File: config.mk
export PLATFORM = sky130hd
export DESIGN_NAME = input_conditioner
export DESIGN_NICKNAME = d
export VERILOG_FILES = /design/src/rtl/input_conditioner.sv
export SDC_FILE = /design/constraint.sdc
export NUM_CORES = 1
export LEC_CHECK = 0
export CAP_MARGIN = 10
export CORE_UTILIZATION = 48
export DETAILED_ROUTE_END_ITERATION = 12
export GPL_TIMING_DRIVEN = 1
export PLACE_DENSITY_LB_ADDON = 0.05
export SETUP_SLACK_MARGIN = 0.1
export SLEW_MARGIN = 30
export SYNTH_ARGS = -nofsm -noshare
export SYNTH_HDL_FRONTEND = slang
export SYNTH_SLANG_ARGS = --single-unit
File: constraint.sdc
create_clock -name clk -period 1.4 [get_ports clk]
set_input_delay 0.14 -clock clk [delete_from_list [all_inputs] [get_ports clk]]
set_output_delay 0.14 -clock clk [all_outputs]
set_load 0.005 [all_outputs]
File: src/rtl/input_conditioner.sv
`default_nettype none
// ============================================================================
// Module   : input_conditioner
// Purpose  : Multi-channel input front end. Each channel is inverted, synchronised,
//            debounced and turned into level/rise/fall/press outputs.
//            Define INPUT_COND_REPEAT_EN to add auto-repeat pulses on press.
// Revision : 1.0 - initial release
// ============================================================================
module input_conditioner #(
    parameter int                  CHANNELS       = 4,
    parameter int                  SYNC_STAGES    = 2,
    parameter logic [CHANNELS-1:0] INVERT         = {CHANNELS{1'b0}},
    parameter int                  DEBOUNCE_TICKS = 3,
    parameter int                  REPEAT_DELAY   = 8,
    parameter int                  REPEAT_PERIOD  = 4
) (
    input  logic                clk,
    input  logic                rst_n,
    input  logic [CHANNELS-1:0] din,
    input  logic                tick,
    output logic [CHANNELS-1:0] level,
    output logic [CHANNELS-1:0] rise,
    output logic [CHANNELS-1:0] fall,
    output logic [CHANNELS-1:0] press
);

    localparam int c_cnt_w = (DEBOUNCE_TICKS > 1) ? $clog2(DEBOUNCE_TICKS) : 1;

    logic [SYNC_STAGES-1:0][CHANNELS-1:0] sync_q;
    logic [CHANNELS-1:0] sync_s;
    logic [CHANNELS-1:0] level_q;
    logic [CHANNELS-1:0] level_d;
    logic [CHANNELS-1:0] rise_d;
    logic [CHANNELS-1:0] fall_d;
    logic [CHANNELS-1:0] press_d;
    logic [CHANNELS-1:0] rise_q;
    logic [CHANNELS-1:0] fall_q;
    logic [CHANNELS-1:0] press_q;

    if (SYNC_STAGES < 2 || DEBOUNCE_TICKS < 0 || REPEAT_DELAY < 1 || REPEAT_PERIOD < 1) begin : g_param_check
        $error("input_conditioner: illegal parameter combination");
    end

    // Stage 0 sits in the low slice; the last stage is the synchronised sample.
    always_ff @(posedge clk or negedge rst_n) begin
        if (!rst_n) begin
            sync_q <= '0;
        end else begin
            sync_q <= {sync_q[SYNC_STAGES-2:0], din ^ INVERT};
        end
    end

    assign sync_s = sync_q[SYNC_STAGES-1];

    if (DEBOUNCE_TICKS > 0) begin : g_debounce
        localparam logic [c_cnt_w-1:0] c_cnt_last = c_cnt_w'(DEBOUNCE_TICKS - 1);

        for (genvar ch = 0; ch < CHANNELS; ch++) begin : g_ch
            logic [c_cnt_w-1:0] cnt_q;
            logic               accept;

            assign accept = (sync_s[ch] != level_q[ch]) && tick && (cnt_q == c_cnt_last);

            always_ff @(posedge clk or negedge rst_n) begin
                if (!rst_n) begin
                    cnt_q <= '0;
                end else if (sync_s[ch] == level_q[ch]) begin
                    cnt_q <= '0;
                end else if (tick) begin
                    if (cnt_q == c_cnt_last) begin
                        cnt_q <= '0;
                    end else begin
                        cnt_q <= cnt_q + 1'b1;
                    end
                end
            end

            assign level_d[ch] = accept ? sync_s[ch] : level_q[ch];
        end
    end else begin : g_bypass
        assign level_d = sync_s;
    end

    assign rise_d = level_d & ~level_q;
    assign fall_d = ~level_d & level_q;

`ifdef INPUT_COND_REPEAT_EN
    localparam int c_rep_max = (REPEAT_DELAY > REPEAT_PERIOD) ? REPEAT_DELAY : REPEAT_PERIOD;
    localparam int c_rep_w   = (c_rep_max > 1) ? $clog2(c_rep_max) : 1;
    localparam logic [c_rep_w-1:0] c_delay_last  = c_rep_w'(REPEAT_DELAY - 1);
    localparam logic [c_rep_w-1:0] c_period_last = c_rep_w'(REPEAT_PERIOD - 1);

    for (genvar ch = 0; ch < CHANNELS; ch++) begin : g_repeat
        logic [c_rep_w-1:0] rcnt_q;
        logic               phase_q;
        logic               at_limit;

        assign at_limit = (rcnt_q == (phase_q ? c_period_last : c_delay_last));

        // Driven from the next level so a release never fires a late repeat.
        always_ff @(posedge clk or negedge rst_n) begin
            if (!rst_n) begin
                rcnt_q  <= '0;
                phase_q <= 1'b0;
            end else if (!level_d[ch] || rise_d[ch]) begin
                rcnt_q  <= '0;
                phase_q <= 1'b0;
            end else if (tick) begin
                if (at_limit) begin
                    rcnt_q  <= '0;
                    phase_q <= 1'b1;
                end else begin
                    rcnt_q <= rcnt_q + 1'b1;
                end
            end
        end

        assign press_d[ch] = rise_d[ch] | (level_d[ch] & ~rise_d[ch] & tick & at_limit);
    end
`else
    assign press_d = rise_d;
`endif

    always_ff @(posedge clk or negedge rst_n) begin
        if (!rst_n) begin
            level_q <= '0;
            rise_q  <= '0;
            fall_q  <= '0;
            press_q <= '0;
        end else begin
            level_q <= level_d;
            rise_q  <= rise_d;
            fall_q  <= fall_d;
            press_q <= press_d;
        end
    end

    assign level = level_q;
    assign rise  = rise_q;
    assign fall  = fall_q;
    assign press = press_q;

endmodule
`default_nettype wire
# Yosys cells after proc, flatten, opt, wreduce, memory -nomap -nowiden
# Index checks and enable logic that the tools add are counted.
classes:
  n_addsub: 4
  eq_ne: 12
  mux: 16
  n_bitwise: 4
  n_reduce_logical: 12
ops:
  columns: ["op", "n"]
  rows:
  - ["two-way mux 2 bit", 12]
  - ["adder 2 x 1 -> 2 bit (second input constant)", 4]
  - ["bitwise AND 4 bit", 2]
  - ["== test 2 bit (second input constant)", 4]
  - ["logical AND 1 bit", 8]
  - ["NOT 4 bit", 2]
  - ["nonzero test 2 bit", 4]
  - ["== test 1 bit", 4]
  - ["two-way mux 1 bit", 4]
  - ["!= test 1 bit", 4]
word_totals:
  regBits: 28
  input_bits: 7
  out_inout_bits: 16

# Longest topological paths before layout
# Gate-level depths: netlist of run 1.
depth:
  depth_word: 6
  ltp_mapped: 3
  depth_no_buf: 2

# Least setup slack after synthesis of run 1
# OpenSTA, ideal clock, no wires.
synth_path:
  path_kind: "register to register"
  from: "register g_debounce.g_ch[0].cnt_q[0]"
  to: "register level_q[0] (netlist: level[0])"
  arrival_time_ps: 872
  required_ps: 1272
  setup_slack_ps: 400
  stages_incl_launch_ff: 3
  path_buffers: 0
  synth_period_minus_slack_ps: 1000
  cell_sequence: "dfrtp_1 nand3b_1 mux2_1"
synth_between:
  elab_chain_cells: 3
synth_lines:
  columns: ["element", "line_no", "source"]
  rows:
  - ["from (decl)", "59", "logic [c_cnt_w-1:0] cnt_q;"]
  - ["from (signal assigned)", "73", "cnt_q <= cnt_q + 1'b1;"]
  - ["== test 2 bit", "62", "assign accept = (sync_s[ch] != level_q[ch]) && tick && (cnt_q == c_cnt_last);"]
  - ["logical AND 1 bit", "62", null]
  - ["two-way mux 1 bit", "78", "assign level_d[ch] = accept ? sync_s[ch] : level_q[ch];"]
  - ["net level_d[0]", "32", "logic [CHANNELS-1:0] level_d;"]
  - ["to (signal assigned)", "131", "level_q <= level_d;"]
  - ["to (decl)", "31", "logic [CHANNELS-1:0] level_q;"]
# The timed path passes the listed nets, and every way through them passes these cells.
# A chain may end at the register's enable or synchronous reset.

# Worst setup path in the final report of run 1
layout_path:
  from: "register level_q[3] (netlist: level[3])"
  to: "output level[3]"
layout_rtl:
  columns: ["element", "line_no", "source"]
  rows:
  - ["to (decl)", "21", "output logic [CHANNELS-1:0] level,"]
# No word-level cell between the ends.

==> run summary, run 1 <==
Die ar. - 0.00242 mm^2
Drt first pass iters - 4
Hold_buf cts - 0
Status - finished clean
RSZ-0062 raised after global routing - false
Internal power - 1.46 mW
CORE AREA - 0.00202 mm^2
Die Y - 49.2 um
Grt peak-use layer - met2
WL per Instance - 11.5 um
Max-cap violations - 0
Post-route ant nets - 0
Power Density - 1490 mW/mm^2
CP bufs+invs - 1
Flop pwr share - 0.539
Layout area overhead - 27.8%
Endpoints failing setup - 0
RR Endpoint - level[1]$_DFF_PN0_
Sw Ratio - 0.278
Design area - 0.00136 mm^2
M1 GR Usage - 0.186
Pre-CTS WS - 25.9 ps
Worst Setup Path Type - reg2out
R2R cell count - 2
GR Util All Layers - 0.141
Final wirelength - 1530 um
DP Cell Count - 126
Achievable frequency - 841 MHz
Synth cell types - 10
Met3 usage - 0.0280
# H-tree levels - 1
Worst path slowest cell - dfrtp_1
Synth Instances - 78
Ant. Diodes - 0
Fin nets - 114
Hold crit path type - in2async
Flop-to-flop setup slack - 310 ps
Vias in the first global route - 615
HPWL after DPL - 1030 um
Post-Syn Nets - 85
Switch Pwr - 565 uW
CP arrival - 1050 ps
Iteration-0 DRC Markers - 4
Crit. End Element - output port
Slew HR - 0.774
Worst skew pair latency - 320 ps
Crit start category - flip-flop
Clock-pin slew on the worst setup and hold paths - 140 ps
Post-DP Area - 0.00132 mm^2
Initial Util - 0.528
Post-route clock period utilization - 0.849
Tmin final - 1190 ps
Fillers - 168
Fraction of layout cells with a size suffix above 1 - 0.113
Crit-path leading delay family - flip-flops
Seq cells post-synth - 28
CTS Buf Count - 3
Global-route wire length before repair - 2560 um
DRC violations left - 0
Avg Inst Size Synth - 13.7 um^2
Final Hold Vio Count - 0
CP Max Fanout - 5
Initial antenna violation count - 0
Max incr delay on CP - 450 ps
Clock tree sinks - 28
Data required time of the worst path - 1260 ps
FF-to-FF Start - g_debounce.g_ch[1].cnt_q[0]$_DFFE_PN0P_
Synthesized area - 0.00107 mm^2
Comb power frac - 0.272
GR Overflow Total - 0
Fin util - 0.675
Pin count of the biggest net entering global routing - 29
Placer Congestion - 0.734
VDD IR-drop max - 1.13 mV
Setup TNS - 0 ps
Max-slew violation count - 0
Critical Path Start - level[3]$_DFF_PN0_
Final worst slack - 211 ps
CTS max path bufs - 2
Worst-path cell chain - dlygate4sd2_1
Number of buffers added on ports - 22
Finished Layout Cells - 133
Tightest Pin Transition - 339 ps
GR Layer Usage met2 - 0.233
CTS tree - built
Clock network fraction of design power - 0.189
Pleak - 0.672 nW
DR vias/cell - 4.83
Clock Root Buffer - clkbuf_4
Max Clock Skew - 1.12 ps
Seq/Total Area, Yosys - 0.657
Overall die width - 49.2 um
Row cnt - 16
Vias - 643
Boundary pin count - 23
Synth Warn # - 0
-- per-layer routing --
layer	up-vias	wire, um
li1	319	-
met1	311	724
met2	13	750
met3	0	59
met4	0	0
met5	-	0
-- layout make-up --
| type | instances | area, um^2 | area share |
|---|---|---|---|
| Tap cell | 27 | 33.8 | 0.0248 |
| Multi-Input combinational cell | 44 | 325 | 0.239 |
| Clock buffer | 4 | 36.3 | 0.0266 |
| Timing Repair Buffer | 30 | 268 | 0.196 |
| Sequential cell | 28 | 701 | 0.514 |
-- Yosys cell counts, drive strengths merged --
library cell,n,area share
a21oi,8,0.038
buf,5,0.035
clkbuf,1,0.0035
dfrtp,28,0.66
mux2,4,0.042
nand2b,8,0.047
nand3b,8,0.056
nor3b,8,0.056
or3b,4,0.033
xnor2,4,0.033
-- state kept, by name, summed over array words and instances, names as in the netlist --
| name | cells |
|---|---|
| sync_q | 4 |
| press | 4 |
| g_debounce.g_ch.cnt_q | 8 |
| sync_s | 4 |
| level | 4 |
| fall | 4 |
-- through the flow --
step | hold WS (ps) | total power, mW
3_5_place_dp | 337 | 1.65
5_1_grt | 202 | 2.15
4_1_cts | 187 | 2.05
6_report | 178 | 2.03
3_3_place_gp | 334 | 1.62
2_1_floorplan | -156 | 1.40
-- kinds of logic (layout without fill, tap and decap cells) --
family	count (synthesis)	in the layout	synth area share
xor gates and xnor gates	4	4	0.0328
DFF	28	28	0.657
muxes	4	4	0.0422
buffers and inverters	6	34	0.0387
and+or+nand+nor	28	28	0.192
AOI/OAI and AO/OA	8	8	0.0375
-- worst max-delay path by stage --
stage,end,cells after the start
3_3_place_gp,level[0]$_DFF_PN0_,4
2_1_floorplan,level[0]$_DFF_PN0_,2
4_1_cts,level[2],1
3_5_place_dp,level[1]$_DFF_PN0_,4
6_report,level[3],1
5_1_grt,level[3],1
-- cells in the final DEF, fill, tap and decap left out --
| cell | count |
|---|---|
| dfrtp_1 | 28 |
| dlygate4sd2_1 | 14 |
| nand3b_1 | 8 |
| nor3b_1 | 8 |
| nand2b_1 | 8 |
| a21oi_1 | 8 |
| buf_4 | 8 |
| clkdlybuf4s50_1 | 6 |
| mux2_1 | 4 |
| or3b_1 | 4 |
| xnor2_1 | 4 |
| clkbuf_4 | 3 |
| dlymetal6s2s_1 | 2 |
| clkbuf_8 | 1 |
-- timing repair --
item,in CTS,in global routing
resized for setup,14,2
buffers inserted,3,0
endpoints found under the setup margin,15,2
-- power groups by stage --
stage / clock (mW) / combinational, mW / sequential, mW
after global placement: 0 / 0.486 / 1.13
after detailed placement: 0 / 0.501 / 1.15
after CTS: 0.393 / 0.566 / 1.09
final: 0.383 / 0.552 / 1.09
after floorplan: 0 / 0.278 / 1.12
after global routing: 0.433 / 0.605 / 1.12
Power figures use the tool's default switching activity.
==> inputs of run 2 (changes only) <==
clock period = 1.2 ns   (was 1.4 ns; I/O delays follow)
==> run 2 against run 1 <==
Against the previous run:
- hold slack got worse by 46 ps
- design area is 6.1% higher
- global-route usage increased by 1.4 points
- non-clock buffer count up 4
- flip-flop and latch count did not move
- via count up 6.8%
- critical path depth grew 1
- highest routed layer is now met4
- utilization up 4.1 points
- die area unchanged
- clock-buffer cell count fell by 1
- cell count increased by 3.0%
- routed wire length increased by 13%
==> run summary, run 2 (synthesis results as in run 1) <==
Hold crit path type - in2async
Pleak - 0.639 nW (-4.9%)
Tmin final - 1070 ps
Drt first pass iters - 4 (unchanged)
Tightest Pin Transition - 235 ps (-105 ps)
Comb power frac - 0.291 (+0.019)
Layout area overhead - 35.6%
Worst-path cell chain - nand3b_1, mux2_1
Final Hold Vio Count - 0 (unchanged)
DRC violations left - 0 (unchanged)
Status - finished clean
Max Clock Skew - 4.07 ps (+2.95 ps)
Slew HR - 0.842 (+0.0686)
Power Density - 1840 mW/mm^2 (+23%)
CORE AREA - 0.00202 mm^2 (unchanged)
Crit-path leading delay family - flip-flops
Boundary pin count - 23 (unchanged)
Data required time of the worst path - 1420 ps (+160 ps)
Biggest register - g_debounce.g_ch.cnt_q
Ant. Diodes - 0 (unchanged)
Max incr delay on CP - 440 ps (about the same)
CTS Buf Count - 3 (unchanged)
Achievable frequency - 933 MHz
Placer Congestion - 0.740 (+0.76%)
Fraction of layout cells with a size suffix above 1 - 0.264 (+0.150)
GR Overflow Total - 0 (unchanged)
Flip-flop count of the largest register after layout - 8 (unchanged)
Worst path slowest cell - dfrtp_1
Hold_buf cts - 0 (unchanged)
# H-tree levels - 1 (unchanged)
Internal power - 1.94 mW (+32%)
CTS max path bufs - 2 (unchanged)
Sw Ratio - 0.270 (-0.00812)
Die Y - 49.2 um (unchanged)
CP bufs+invs - 0 (-1)
Pin count of the biggest net entering global routing - 29 (unchanged)
CP Max Fanout - 4 (-1)
Row cnt - 16 (unchanged)
CP arrival - 1300 ps (+250 ps)
Clock-pin slew on the worst setup and hold paths - 150 ps (about the same)
Post-route clock period utilization - 0.893
Min Hold Slack - 132 ps (-46.1 ps)
Vias in the first global route - 646 (+5.0%)
Flop pwr share - 0.479 (-0.060)
WL per Instance - 12.7 um (+10%)
Initial Util - 0.528 (unchanged)
GR Util All Layers - 0.155 (+0.0140)
Vias - 687 (+6.8%)
Post-route ant nets - 0 (unchanged)
Post-DP Area - 0.00135 mm^2 (+2.1%)
Iteration-0 DRC Markers - 6 (+2)
Worst Setup Path Type - reg2reg
RSZ-0062 raised after global routing - true
Most frequent cells in the layout - dfrtp_1 (28), clkdlybuf4s15_1 (11), buf_4 (11)
Max-slew violation count - 0 (unchanged)
Worst skew pair latency - 330 ps (about the same)
Die ar. - 0.00242 mm^2 (unchanged)
Max-cap violations - 0 (unchanged)
Endpoints failing setup - 0 (unchanged)
Fin nets - 118 (+3.5%)
Crit start category - flip-flop
Clock network fraction of design power - 0.230 (+0.041)
Initial antenna violation count - 0 (unchanged)
HPWL after DPL - 1140 um (+11%)
DR vias/cell - 5.01 (+3.7%)
Final wirelength - 1740 um (+13%)
Global-route wire length before repair - 2860 um (+12%)
VDD IR-drop max - 1.21 mV (+6.6%)
Design area - 0.00145 mm^2 (+6.1%)
Commonest non-fill, non-tap cell in the layout - dfrtp_1
Number of buffers added on ports - 22 (unchanged)
Crit. End Element - flip-flop
Overall die width - 49.2 um (unchanged)
Clock Root Buffer - clkbuf_4
Switch Pwr - 718 uW (+27%)
Clock tree sinks - 28 (unchanged)
CTS tree - built
-- run 2: worst reg2reg max path: stages (launching register included) --
cell      delay [ps]
dfrtp_1          440
nand3b_1         210
mux2_1           330
-- run 2: stage by stage --
| stage | setup slack, ps | util | power [mW] | setup TNS, ps | instances |
|---|---|---|---|---|---|
| 4_1_cts | 62.2 | 0.704 | 2.61 | 0 | 136 |
| 3_3_place_gp | -128 | 0.665 | 1.91 | -1360 | 128 |
| 6_report | 128 | 0.716 | 2.66 | 0 | 137 |
| 5_1_grt | 39.6 | 0.716 | 2.80 | 0 | 137 |
| 2_1_floorplan | 200 | - | 1.63 | 0 | 78 |
| 3_5_place_dp | -153 | 0.665 | 1.94 | -1640 | 128 |
-- run 2: final timing paths --
check                                                          endpoint  slack, ps  cells after the start                                     from
worst max register to register                       level[3]$_DFF_PN0_        130                      2  g_debounce.g_ch[3].cnt_q[0]$_DFFE_PN0P_
worst min register to register                      sync_s[2]$_DFF_PN0_        370                      0                      sync_q[2]$_DFF_PN0_
max in group asynchronous       g_debounce.g_ch[3].cnt_q[0]$_DFFE_PN0P_        920                      2                                    rst_n
worst min-delay path            g_debounce.g_ch[1].cnt_q[1]$_DFFE_PN0P_        130                      2                                    rst_n
worst max-delay path                                 level[3]$_DFF_PN0_        130                      2  g_debounce.g_ch[3].cnt_q[0]$_DFFE_PN0P_
min in group clk                                    sync_q[0]$_DFF_PN0_        210                      1                                   din[0]
-- run 2: per-layer routing --
layer | track usage | vias up | routed length [um]
met1 | 0.211 | 343 | 778
met4 | 0.0441 | 0 | 17
met5 | 0 | - | 0
li1 | - | 327 | -
met2 | 0.247 | 15 | 881
met3 | 0.0374 | 2 | 61
-- run 2: power by group through the flow --
stage,clock (mW),combinational (mW),sequential [mW]
4_1_cts,0.623,0.716,1.27
2_1_floorplan,0,0.324,1.31
6_report,0.610,0.774,1.27
5_1_grt,0.656,0.846,1.30
3_5_place_dp,0,0.598,1.34
3_3_place_gp,0,0.583,1.32
-- run 2: layout make-up --
cell class / instances / area (um^2)
Tap cell: 27 / 33.8
Clock buffer: 3 / 22.5
Timing Repair Buffer: 34 / 298
Sequential cell: 28 / 701
Fill cell: 159 / 574
Multi-Input combinational cell: 44 / 363
Clock inverter: 1 / 30.0
-- run 2: timing repair --
item | in CTS | in global routing
setup buffers | 4 | 1
endpoints found under the setup margin | 16 | 18
gates resized for setup | 28 | 17
==> inputs of run 3 (changes only) <==
CORE_ASPECT_RATIO = 0.5   (was unset)
CORE_UTILIZATION = 32   (was 48)
==> run 3 against run 2 <==
Against the previous run:
- utilization fell by 25 points
- maximum frequency rose by 0.47%
- sequential power hardly changed
- critical path depth stayed put
- non-clock buffer count is 2 lower
- total power is 4.3% lower
- flip-flop and latch count did not move
- combinational power down 10%
- design area down 0.43%
- global-route usage is 4.7 points lower
- worst setup slack gained 5.0 ps
- critical endpoint is now level[0]$_DFF_PN0_
- largest power group unchanged
==> run summary, run 3 (synthesis results as in run 1) <==
Status - finished clean
CP bufs+invs - 0 (unchanged)
Clock Root Buffer - clkbuf_8
Max-cap violations - 0 (unchanged)
Power Density - 1770 mW/mm^2 (-3.8%)
Fillers - 295 (+86%)
Die ar. - 0.00358 mm^2 (+48%)
Post-DP Area - 0.00136 mm^2 (+1.2%)
CTS max path bufs - 2 (unchanged)
Tightest Pin Transition - 249 ps (+14.3 ps)
Initial antenna violation count - 0 (unchanged)
Commonest non-fill, non-tap cell in the layout - dfrtp_1
Sw Ratio - 0.272 (+0.00163)
HPWL after DPL - 1230 um (+7.9%)
Endpoints failing setup - 0 (unchanged)
Max incr delay on CP - 420 ps (-20 ps)
Flip-flop count of the largest register after layout - 8 (unchanged)
Worst skew pair latency - 270 ps (-60 ps)
Crit. End Element - flip-flop
Fin nets - 116 (-1.7%)
Min Hold Slack - 195 ps (+62.9 ps)
Iteration-0 DRC Markers - 14 (+8)
Row cnt - 14 (-2)
Placer Congestion - 0.646 (-13%)
Vias - 659 (-4.1%)
GR Util All Layers - 0.108 (-0.0467)
GR Overflow Total - 0 (unchanged)
Ant. Diodes - 0 (unchanged)
Clock tree sinks - 28 (unchanged)
Initial Util - 0.346 (-0.182)
Hold crit path type - in2async
# H-tree levels - 1 (unchanged)
CTS tree - built
DR vias/cell - 4.45 (-11%)
Post-route clock period utilization - 0.889 (-0.00416)
Tmin final - 1070 ps (-4.99 ps)
Number of buffers added on ports - 22 (unchanged)
Clock network fraction of design power - 0.221 (-0.009)
Flop-to-flop setup slack - 130 ps (about the same)
Die Y - 42.8 um (-13%)
R2R cell count - 2 (unchanged)
CTS Buf Count - 3 (unchanged)
Finished Layout Cells - 148 (+8.0%)
CP arrival - 1230 ps (-70 ps)
Layout area overhead - 35.1%
Comb power frac - 0.272 (-0.019)
Clock-pin slew on the worst setup and hold paths - 90 ps (-60 ps)
Overall die width - 83.7 um (+70%)
FF-to-FF Start - g_debounce.g_ch[0].cnt_q[0]$_DFFE_PN0P_
Final worst slack - 133 ps (+4.99 ps)
Post-route ant nets - 0 (unchanged)
Global-route wire length before repair - 2950 um (+3.2%)
Fraction of layout cells with a size suffix above 1 - 0.176 (-0.0877)
Pleak - 0.673 nW (+5.2%)
Design area - 0.00144 mm^2 (-0.43%)
Final wirelength - 1700 um (-2.1%)
CP Max Fanout - 4 (unchanged)
Flop pwr share - 0.507 (+0.028)
RSZ-0062 raised after global routing - true
DRC violations left - 0 (unchanged)
Worst path slowest cell - dfrtp_1
Pin count of the biggest net entering global routing - 29 (unchanged)
Drt first pass iters - 2 (-2)
CORE AREA - 0.00308 mm^2 (+52%)
Data required time of the worst path - 1360 ps (-60 ps)
Worst Setup Path Type - reg2reg
Switch Pwr - 691 uW (-3.7%)
Boundary pin count - 23 (unchanged)
Crit start category - flip-flop
Biggest register - g_debounce.g_ch.cnt_q
Slew HR - 0.833 (-0.00957)
RR Endpoint - level[0]$_DFF_PN0_
Hold_buf cts - 0 (unchanged)
Crit-path leading delay family - flip-flops
VDD IR-drop max - 0.601 mV (-50%)
Final Hold Vio Count - 0 (unchanged)
Worst-path cell chain - nand3b_1, mux2_4
WL per Instance - 11.5 um (-9.4%)
Internal power - 1.85 mW (-4.5%)
Max-slew violation count - 0 (unchanged)
Max Clock Skew - 1.70 ps (-2.37 ps)
Achievable frequency - 937 MHz (+0.47%)
Most frequent cells in the layout - dfrtp_1 (27), dlygate4sd2_1 (14), buf_4 (9)
Pre-CTS WS - -147 ps (+6.44 ps)
Vias in the first global route - 685 (+6.0%)
DP Cell Count - 141 (+10%)
-- run 3: metrics by stage --
stage                     setup TNS, ps  power [mW]   util
after floorplan                       0        1.63      -
after global placement            -1290        1.90  0.442
after detailed placement          -1790        1.95  0.442
after CTS                             0        2.56  0.461
after global routing                  0        2.71  0.468
final                                 0        2.54  0.468
-- run 3: area by class of cell --
class | instances | area [um^2] | area share
clock buffer | 4 | 55.1 | 0.0382
multi-input combinational | 44 | 344 | 0.239
timing repair buffer | 32 | 290 | 0.201
sequential | 28 | 702 | 0.487
tap | 40 | 50.0 | 0.0347
-- run 3: power groups by stage --
stage	logic [mW]	clock network (mW)	registers [mW]
6_report	0.693	0.561	1.29
5_1_grt	0.755	0.637	1.32
4_1_cts	0.672	0.600	1.28
3_5_place_dp	0.603	0	1.35
3_3_place_gp	0.584	0	1.32
2_1_floorplan	0.324	0	1.31
-- run 3: worst register-to-register path, cell delays in order (launching register included) --
cell and delay [ps]:
dfrtp_1 420, nand3b_1 220, mux2_4 320
-- run 3: repair_timing --
action / in CTS / in global routing
gates resized for setup: 17 / 6
setup buffers: 3 / 0
cloned: 0 / 0
setup endpoints to repair: 16 / 6
-- run 3: how the worst max path moves through the flow --
stage	start	endpoint	slack (ps)	cells after the start
final	g_debounce.g_ch[0].cnt_q[0]$_DFFE_PN0P_	level[0]$_DFF_PN0_	130	2
after global routing	g_debounce.g_ch[0].cnt_q[0]$_DFFE_PN0P_	press[0]$_DFF_PN0_	100	3
after CTS	level[3]$_DFF_PN0_	level[3]	120	1
after detailed placement	tick	level[0]$_DFF_PN0_	-150	4
after global placement	tick	level[3]$_DFF_PN0_	-110	4
after floorplan	g_debounce.g_ch[0].cnt_q[0]$_DFFE_PN0P_	level[0]$_DFF_PN0_	200	2
-- run 3: layer usage --
metal  global-route usage  up-vias  wire length, um
met5                    0        -                0
met2                0.197       16              843
met3               0.0467        0              103
met4               0.0305        0                0
met1                0.117      321              754
li1                     -      322                -
